$ cat config.mk
export PLATFORM = sky130hd
export DESIGN_NAME = multicycle_ctrl
export DESIGN_NICKNAME = d
export VERILOG_FILES = /design/src/rtl/multicycle_ctrl.sv
export SDC_FILE = /design/constraint.sdc
export NUM_CORES = 1
export LEC_CHECK = 0
export ABC_AREA = 1
export BUFFER_PORTS_ARGS = -buffer_cell sky130_fd_sc_hd__buf_2
export CAP_MARGIN = 20
export CORE_MARGIN = 2
export CORE_UTILIZATION = 40
export CTS_CLUSTER_DIAMETER = 120
export DETAILED_ROUTE_END_ITERATION = 10
export GPL_TIMING_DRIVEN = 0
export PLACE_DENSITY = 0.69
export SYNTH_ARGS = -nofsm -noshare
export SYNTH_HDL_FRONTEND = slang
export SYNTH_SLANG_ARGS = --single-unit
$ cat constraint.sdc
create_clock -name CLK -period 1.57 [get_ports CLK]
set_input_delay 0.0785 -clock CLK [delete_from_list [all_inputs] [get_ports CLK]]
set_output_delay 0.0785 -clock CLK [all_outputs]
set_load 0.005 [all_outputs]
$ cat src/rtl/multicycle_ctrl.sv
// rtl/multicycle_ctrl.sv - Moore control FSM for a multi-cycle MIPS-style datapath
// Optional performance counters (CYCLE_CNT, INSTR_CNT) are built when MCTRL_PERF_CNT_EN is defined.
module multicycle_ctrl (
    input  logic        CLK,
    input  logic        RST_N,
    input  logic [5:0]  OPCODE,
    input  logic        MEM_READY,
    output logic        PCWrite,
    output logic        PCWriteCond,
    output logic        IorD,
    output logic        MemRead,
    output logic        MemWrite,
    output logic        IRWrite,
    output logic        MemtoReg,
    output logic        RegWrite,
    output logic        RegDst,
    output logic        ALUSrcA,
    output logic [1:0]  PCSource,
    output logic [1:0]  ALUOp,
    output logic [1:0]  ALUSrcB,
    output logic [3:0]  STATE,
    output logic        ILLEGAL
`ifdef MCTRL_PERF_CNT_EN
    ,
    output logic [31:0] CYCLE_CNT,
    output logic [31:0] INSTR_CNT
`endif
);

    typedef enum logic [3:0] {
        S_IF   = 4'd0,
        S_ID   = 4'd1,
        S_MADR = 4'd2,
        S_MRD  = 4'd3,
        S_MWB  = 4'd4,
        S_MWR  = 4'd5,
        S_RX   = 4'd6,
        S_RWB  = 4'd7,
        S_BR   = 4'd8,
        S_JMP  = 4'd9,
        S_IX   = 4'd10,
        S_IWB  = 4'd11
    } state_t;

    localparam logic [5:0] OP_RTYPE = 6'b000000;
    localparam logic [5:0] OP_LW    = 6'b100011;
    localparam logic [5:0] OP_SW    = 6'b101011;
    localparam logic [5:0] OP_BEQ   = 6'b000100;
    localparam logic [5:0] OP_J     = 6'b000010;
    localparam logic [5:0] OP_ADDI  = 6'b001000;

    state_t state;
    state_t state_next;
    logic   mem_is_sw;

    always_ff @(posedge CLK or negedge RST_N) begin
        if (!RST_N) begin
            state <= S_IF;
        end else begin
            state <= state_next;
        end
    end

    // Load/store class is captured in ID so later OPCODE changes cannot redirect MADR.
    always_ff @(posedge CLK or negedge RST_N) begin
        if (!RST_N) begin
            mem_is_sw <= 1'b0;
        end else if (state == S_ID) begin
            mem_is_sw <= (OPCODE == OP_SW);
        end
    end

    always_comb begin
        state_next = state;
        case (state)
            S_IF:   state_next = MEM_READY ? S_ID : S_IF;
            S_ID: begin
                case (OPCODE)
                    OP_RTYPE:      state_next = S_RX;
                    OP_LW, OP_SW:  state_next = S_MADR;
                    OP_BEQ:        state_next = S_BR;
                    OP_J:          state_next = S_JMP;
                    OP_ADDI:       state_next = S_IX;
                    default:       state_next = S_IF;
                endcase
            end
            S_MADR: state_next = mem_is_sw ? S_MWR : S_MRD;
            S_MRD:  state_next = MEM_READY ? S_MWB : S_MRD;
            S_MWR:  state_next = MEM_READY ? S_IF : S_MWR;
            S_RX:   state_next = S_RWB;
            S_IX:   state_next = S_IWB;
            S_MWB, S_RWB, S_IWB, S_BR, S_JMP: state_next = S_IF;
            default: state_next = S_IF;
        endcase
    end

    // Outputs are forced low while RST_N is low, independent of the clock.
    always_comb begin
        PCWrite     = 1'b0;
        PCWriteCond = 1'b0;
        IorD        = 1'b0;
        MemRead     = 1'b0;
        MemWrite    = 1'b0;
        IRWrite     = 1'b0;
        MemtoReg    = 1'b0;
        RegWrite    = 1'b0;
        RegDst      = 1'b0;
        ALUSrcA     = 1'b0;
        PCSource    = 2'b00;
        ALUOp       = 2'b00;
        ALUSrcB     = 2'b00;
        ILLEGAL     = 1'b0;
        if (RST_N) begin
            case (state)
                S_IF: begin
                    MemRead = 1'b1;
                    ALUSrcB = 2'b01;
                    IRWrite = MEM_READY;
                    PCWrite = MEM_READY;
                end
                S_ID: begin
                    ALUSrcB = 2'b11;
                    case (OPCODE)
                        OP_RTYPE, OP_LW, OP_SW, OP_BEQ, OP_J, OP_ADDI: ILLEGAL = 1'b0;
                        default: ILLEGAL = 1'b1;
                    endcase
                end
                S_MADR, S_IX: begin
                    ALUSrcA = 1'b1;
                    ALUSrcB = 2'b10;
                end
                S_MRD: begin
                    MemRead = 1'b1;
                    IorD    = 1'b1;
                end
                S_MWB: begin
                    RegWrite = 1'b1;
                    MemtoReg = 1'b1;
                end
                S_MWR: begin
                    MemWrite = 1'b1;
                    IorD     = 1'b1;
                end
                S_RX: begin
                    ALUSrcA = 1'b1;
                    ALUOp   = 2'b10;
                end
                S_RWB: begin
                    RegWrite = 1'b1;
                    RegDst   = 1'b1;
                end
                S_BR: begin
                    ALUSrcA     = 1'b1;
                    ALUOp       = 2'b01;
                    PCWriteCond = 1'b1;
                    PCSource    = 2'b01;
                end
                S_JMP: begin
                    PCWrite  = 1'b1;
                    PCSource = 2'b10;
                end
                S_IWB: RegWrite = 1'b1;
                default: ;
            endcase
        end
    end

    assign STATE = state;

`ifdef MCTRL_PERF_CNT_EN
    logic instr_done;

    // Only completed instructions count; the ID->IF return of an illegal opcode does not.
    always_comb begin
        instr_done = 1'b0;
        if (state_next == S_IF) begin
            case (state)
                S_MWB, S_RWB, S_IWB, S_MWR, S_BR, S_JMP: instr_done = 1'b1;
                default: instr_done = 1'b0;
            endcase
        end
    end

    always_ff @(posedge CLK or negedge RST_N) begin
        if (!RST_N) begin
            CYCLE_CNT <= 32'd0;
            INSTR_CNT <= 32'd0;
        end else begin
            CYCLE_CNT <= CYCLE_CNT + 32'd1;
            if (instr_done) begin
                INSTR_CNT <= INSTR_CNT + 32'd1;
            end
        end
    end
`endif

endmodule

==> qor.yml, run 1 <==
routing:
  detail_route.iter0.violations: 20
  drtPass1Iterations: 4
  drc_errors: 0
  route.detailed.wl_per_inst_um: 9.71
  viasPerCell: 4.94
  ant_nets: 0
  vias: 780
  wl_um: 1530
critical_path:
  setup.worst_path.class: "flip-flop to primary output"
  path_max_fanout: 5
  reg2regPathDepth: 5
  r2r_end: "STATE[2]$_DFF_PN0_"
  start_kind: "flip-flop"
  r2r_start: "STATE[2]$_DFF_PN0_"
  cp-endpoint: "ILLEGAL"
  end_kind: "primary output"
  reg2reg_slack_ns: 0.37
  arrival_ns: 1.35
  critPathLaunch: "STATE[2]$_DFF_PN0_"
  crit_required_ns: 1.49
finish:
  layout-drive-gt1-share: 0.322
  fillerInstances: 135
  layout_commonest_cell: "buf_2"
  final_util: 0.615
  multi_input_area_um2: 378
  diodes: 0
  num-nets-final: 153
  seq_area_um2: 128
  layout_common_cells: "buf_2 (29), nand2_1 (25), nor2_1 (20)"
  area_growth_pct: 40.3
pwr:
  sw_frac_of_total: 0.472
  seqPwrFrac: 0.248
  p_clk_frac: 0.155
  ir_drop_mv: 0.739
  p_leak_nw: 0.532
  power_w: 0.000912
  intPower_w: 0.000481
  combPwrFrac: 0.598
  power.switching_w: 0.000431
  cellPowerDensity_nw_per_um2: 1120
clock_tree:
  cts-root-buf: "clkbuf_4"
  numCtsBuffers: 3
  cts_tree: "yes"
  insertion_delay_ns: 0.23
  cts-htree-levels: 1
  clock-sinks: 5
  path_clk_slew_ns: 0.04
  cts_buffer_depth: 2
place:
  io_buffers: 29
  hpwl_um: 1240
  gp_congestion: 0.863
  preCtsSetupSlack_ns: 0.227
die:
  dieWidth_um: 42.0
  dieArea_um2: 1770
  coreArea_um2: 1320
  start_util: 0.439
  rows: 13
  die_h_um: 42.0
  ios: 30
job:
  drv_cap: 0
sta:
  worst_slack_ns: 0.142
  worst_pin_slew_ns: 0.252
  period_minus_slack_ns: 1.43
  finalMaxSlewViolations: 0
  hold_violations: 0
  setup_viol: 0
  max_slew_margin: 0.831
  rsz0062_at_grt: "false"
  fin_crit_sh: 0.909
  skew_ns: 0.00302
  whs_ns: 0.118
  tns_ns: 0
  max_freq_mhz: 700
synthesis:
  synth_area_um2: 578
  avgSynthCellArea_um2: 5.45
  yosys_warnings: 0
  ys_types: 19
  syn_inst: 106
  synth-seq-cells: 5
  ys_seq_area_frac: 0.216
  synth_nets: 115
global_route:
  antenna_found_initial: 0
  grt-ovfl-total: 0
  grt_pass1_wl_um: 2350
  first_global_vias: 594
  global_route.usage.total: 0.164
  grt_max_degree: 11
status:
  outcome: "complete, no violations"
worst_hold_path:
  hold_class: "input port to flip-flop"
-- through the flow --
step | std cells | cell area (um^2)
after floorplan | 106 | 578
after global placement | 150 | 742
after detailed placement | 150 | 742
after CTS | 155 | 779
after global routing | 158 | 811
final | 158 | 811
-- cell usage after synthesis --
| cell type | instances | area (um^2) |
|---|---|---|
| o21ai_0 | 3 | 15.0 |
| nor3_1 | 3 | 15.0 |
| nand3_1 | 14 | 70.1 |
| o21bai_1 | 1 | 7.51 |
| nor2_4 | 2 | 22.5 |
| a211oi_1 | 1 | 7.51 |
| o21ai_1 | 1 | 5.00 |
| inv_1 | 19 | 71.3 |
| buf_4 | 1 | 7.51 |
| o22ai_1 | 1 | 6.26 |
| nand2_2 | 2 | 12.5 |
| nand4_1 | 1 | 6.26 |
| dfrtp_1 | 5 | 125 |
| or2_0 | 2 | 12.5 |
| a21oi_1 | 1 | 5.00 |
| nor2_2 | 2 | 12.5 |
| clkinv_1 | 1 | 3.75 |
| nor2_1 | 21 | 78.8 |
| nand2_1 | 25 | 93.8 |
-- how the worst min path moves through the flow --
stage | start | to | slack [ns] | cells after the start
3_3_place_gp | RST_N | STATE[3]$_DFF_PN0_ | -0.07 | 1
3_5_place_dp | RST_N | STATE[0]$_DFF_PN0_ | -0.06 | 1
5_1_grt | OPCODE[3] | mem_is_sw$_DFFE_PN0P_ | 0.16 | 3
2_1_floorplan | RST_N | STATE[0]$_DFF_PN0_ | -0.22 | 0
4_1_cts | OPCODE[3] | mem_is_sw$_DFFE_PN0P_ | 0.12 | 3
6_report | OPCODE[3] | mem_is_sw$_DFFE_PN0P_ | 0.12 | 3
-- cell families after synthesis --
group,after synthesis,share of synthesized area
AOI/OAI and AO/OA,8,0.0801
buffers and inverters,21,0.143
and+or+nand+nor,72,0.561
DFF,5,0.216
-- critical path, cell delays in order (launching register included) --
cell	delay [ns]
dfrtp_1	0.42
nor2_4	0.18
inv_1	0.09
nor2_1	0.13
nand3_1	0.09
nor2_1	0.09
buf_2	0.11
-- cell type report --
class	instances	share of cell area
tap	15	0.0231
sequential	5	0.157
clock buffer	4	0.0324
timing repair buffer	33	0.219
inverter	20	0.0926
buffer	1	0.00926
multi-input combinational	80	0.466
-- per-layer routing --
metal,share of wire,GRT usage
met1,0.44,0.226
met2,0.48,0.278
met3,0.074,0.0129
met4,0,0.0375
met5,0,0
-- power by group through the flow --
stage	sequential, W	clock [W]	combinational (W)
6_report	0.000226	0.000141	0.000545
5_1_grt	0.000233	0.000163	0.000622
4_1_cts	0.000219	0.000147	0.000515
3_5_place_dp	0.000220	0	0.000511
3_3_place_gp	0.000220	0	0.000507
2_1_floorplan	0.000213	0	0.000334
-- registers in the layout (all words and copies together), names as in the netlist --
| signal | count |
|---|---|
| STATE | 4 |
| mem_is_sw | 1 |
-- repair_timing --
item / in CTS / in global routing
hold buffers: 1 / 0
gates resized for setup: 1 / 3
setup buffers: 0 / 3
endpoints found under the hold margin: 5 / 0
pin swaps: 0 / 1
setup endpoints to repair: 1 / 4
gates cloned: 0 / 0
Note: power is estimated with default switching activity, not from simulation.
==> inputs of run 2 (changes only) <==
PLACE_DENSITY = 0.82   (was 0.69)
SKIP_LAST_GASP = 1   (was default)
==> run 2 against run 1 <==
  * Setup slack got worse by 0.088 ns
  * Clock power rose by 11%
  * Largest cell class unchanged
  * Flip-flop and latch count is the same
  * Clock skew is 0.010 ns higher
  * Critical path type unchanged
  * Sequential power shrank 2%
  * Via count is 1.7% higher
  * Global-route usage rose by 1.1 points
  * Critical path depth decreased by 1
  * Utilization grew 0.57 points
==> qor.yml, run 2 (same netlist as run 1, synthesis figures left out) <==
status:
  outcome: "complete, no violations"
die:
  coreArea_um2: 1320
  start_util: 0.439
  dieArea_um2: 1770
  dieWidth_um: 42.0
  die_h_um: 42.0
  rows: 13
  ios: 30
finish:
  layout_common_cells: "buf_2 (29), nand2_1 (25), nor2_1 (20)"
  num-nets-final: 154
  largest_register_ffs: 4
  layout_commonest_cell: "buf_2"
  layout-drive-gt1-share: 0.326
  final_cell_area_um2: 818
  diodes: 0
  area_growth_pct: 41.6
worst_hold_path:
  hold_start: "OPCODE[3]"
  hold_class: "input port to flip-flop"
clock_tree:
  clock-sinks: 5
  cts_tree: "yes"
  numCtsBuffers: 3
  cts_buffer_depth: 2
  cts-root-buf: "clkbuf_4"
  path_clk_slew_ns: 0.05
  insertion_delay_ns: 0.25
  cts-htree-levels: 1
pwr:
  combPwrFrac: 0.598
  p_leak_nw: 0.537
  intPower_w: 0.000489
  power.switching_w: 0.000451
  seqPwrFrac: 0.236
  ir_drop_mv: 0.862
  sw_frac_of_total: 0.479
  p_clk_frac: 0.167
  cellPowerDensity_nw_per_um2: 1150
  power_w: 0.000940
critical_path:
  setup.worst_path.class: "flip-flop to primary output"
  crit_required_ns: 1.49
  arrival_ns: 1.44
  slowest_delay_ns: 0.45
  crit_family: "flip-flops"
  crit_path_cell_trace: "nor2_1, inv_1, nor3_2, buf_4, buf_2"
  critPathLaunch: "STATE[0]$_DFF_PN0_"
  worst-path-buf-inv: 3
  end_kind: "primary output"
  cpMaxStageDelayCell: "dfrtp_1"
  r2r_start: "STATE[0]$_DFF_PN0_"
  path_max_fanout: 6
  start_kind: "flip-flop"
routing:
  drc_errors: 0
  route.detailed.wl_per_inst_um: 9.97
  ant_nets: 0
  viasPerCell: 4.99
  vias: 793
  wl_um: 1590
  drtPass1Iterations: 4
  detail_route.iter0.violations: 12
sta:
  fin_crit_sh: 0.965
  max_freq_mhz: 660
  finalMaxSlewViolations: 0
  setup_viol: 0
  whs_ns: 0.120
  hold_violations: 0
  worst_pin_slew_ns: 0.252
  max_slew_margin: 0.831
  worst_slack_ns: 0.0545
  skew_ns: 0.0131
  period_minus_slack_ns: 1.52
  tns_ns: 0
place:
  place_area_um2: 742
  gp_congestion: 0.910
  io_buffers: 29
  preCtsSetupSlack_ns: 0.224
  hpwl_um: 1190
global_route:
  grt_max_degree: 11
  first_global_vias: 630
  global_route.usage.total: 0.174
  grt-ovfl-total: 0
  antenna_found_initial: 0
  grt_pass1_wl_um: 2420
job:
  drv_cap: 0
-- run 2: per-stage QoR --
step,std cells,util
after floorplan,106,-
after global placement,150,0.563
after detailed placement,150,0.563
after CTS,155,0.592
after global routing,159,0.621
final,159,0.621
-- run 2: cell type report --
cell class,instances,area (um^2)
multi-input cells,80,378
repair buffers,34,185
inverters,20,75.1
well taps,15,18.8
clock buffers,4,26.3
plain buffers,1,7.51
flip-flops and latches,5,128
fillers,126,499
-- run 2: final timing paths --
kind,to,slack [ns],cells past startpoint
min in group asynchronous,STATE[2]$_DFF_PN0_,0.29,2
max in group asynchronous,STATE[3]$_DFF_PN0_,1.06,2
max,PCSource[0],0.05,5
min,mem_is_sw$_DFFE_PN0P_,0.12,3
max reg2reg,STATE[2]$_DFF_PN0_,0.37,5
min reg2reg,mem_is_sw$_DFFE_PN0P_,0.54,2
-- run 2: routing by layer --
metal  track usage  share of wire
met3        0.0474          0.094
met2         0.297           0.46
met4        0.0750          0.018
met5             0              0
met1         0.204           0.42
-- run 2: timing repair --
item | in CTS | in global routing
pin swaps | 0 | 2
hold buffers | 1 | 0
buffers inserted | 0 | 4
cloned | 0 | 0
endpoints found under the hold margin | 5 | 0
setup endpoints to repair | 2 | 6
resized for setup | 1 | 3
-- run 2: power groups by stage --
stage          clock, W  sequential (W)  combinational, W
2_1_floorplan         0        0.000213          0.000334
3_3_place_gp          0        0.000215          0.000506
3_5_place_dp          0        0.000216          0.000512
4_1_cts        0.000161        0.000214          0.000515
5_1_grt        0.000178        0.000225          0.000633
6_report       0.000157        0.000222          0.000562
-- run 2: worst min-delay path: stages --
cell and delay, ns:
buf_2 0.12, nand2_1 0.07, o21ai_1 0.05
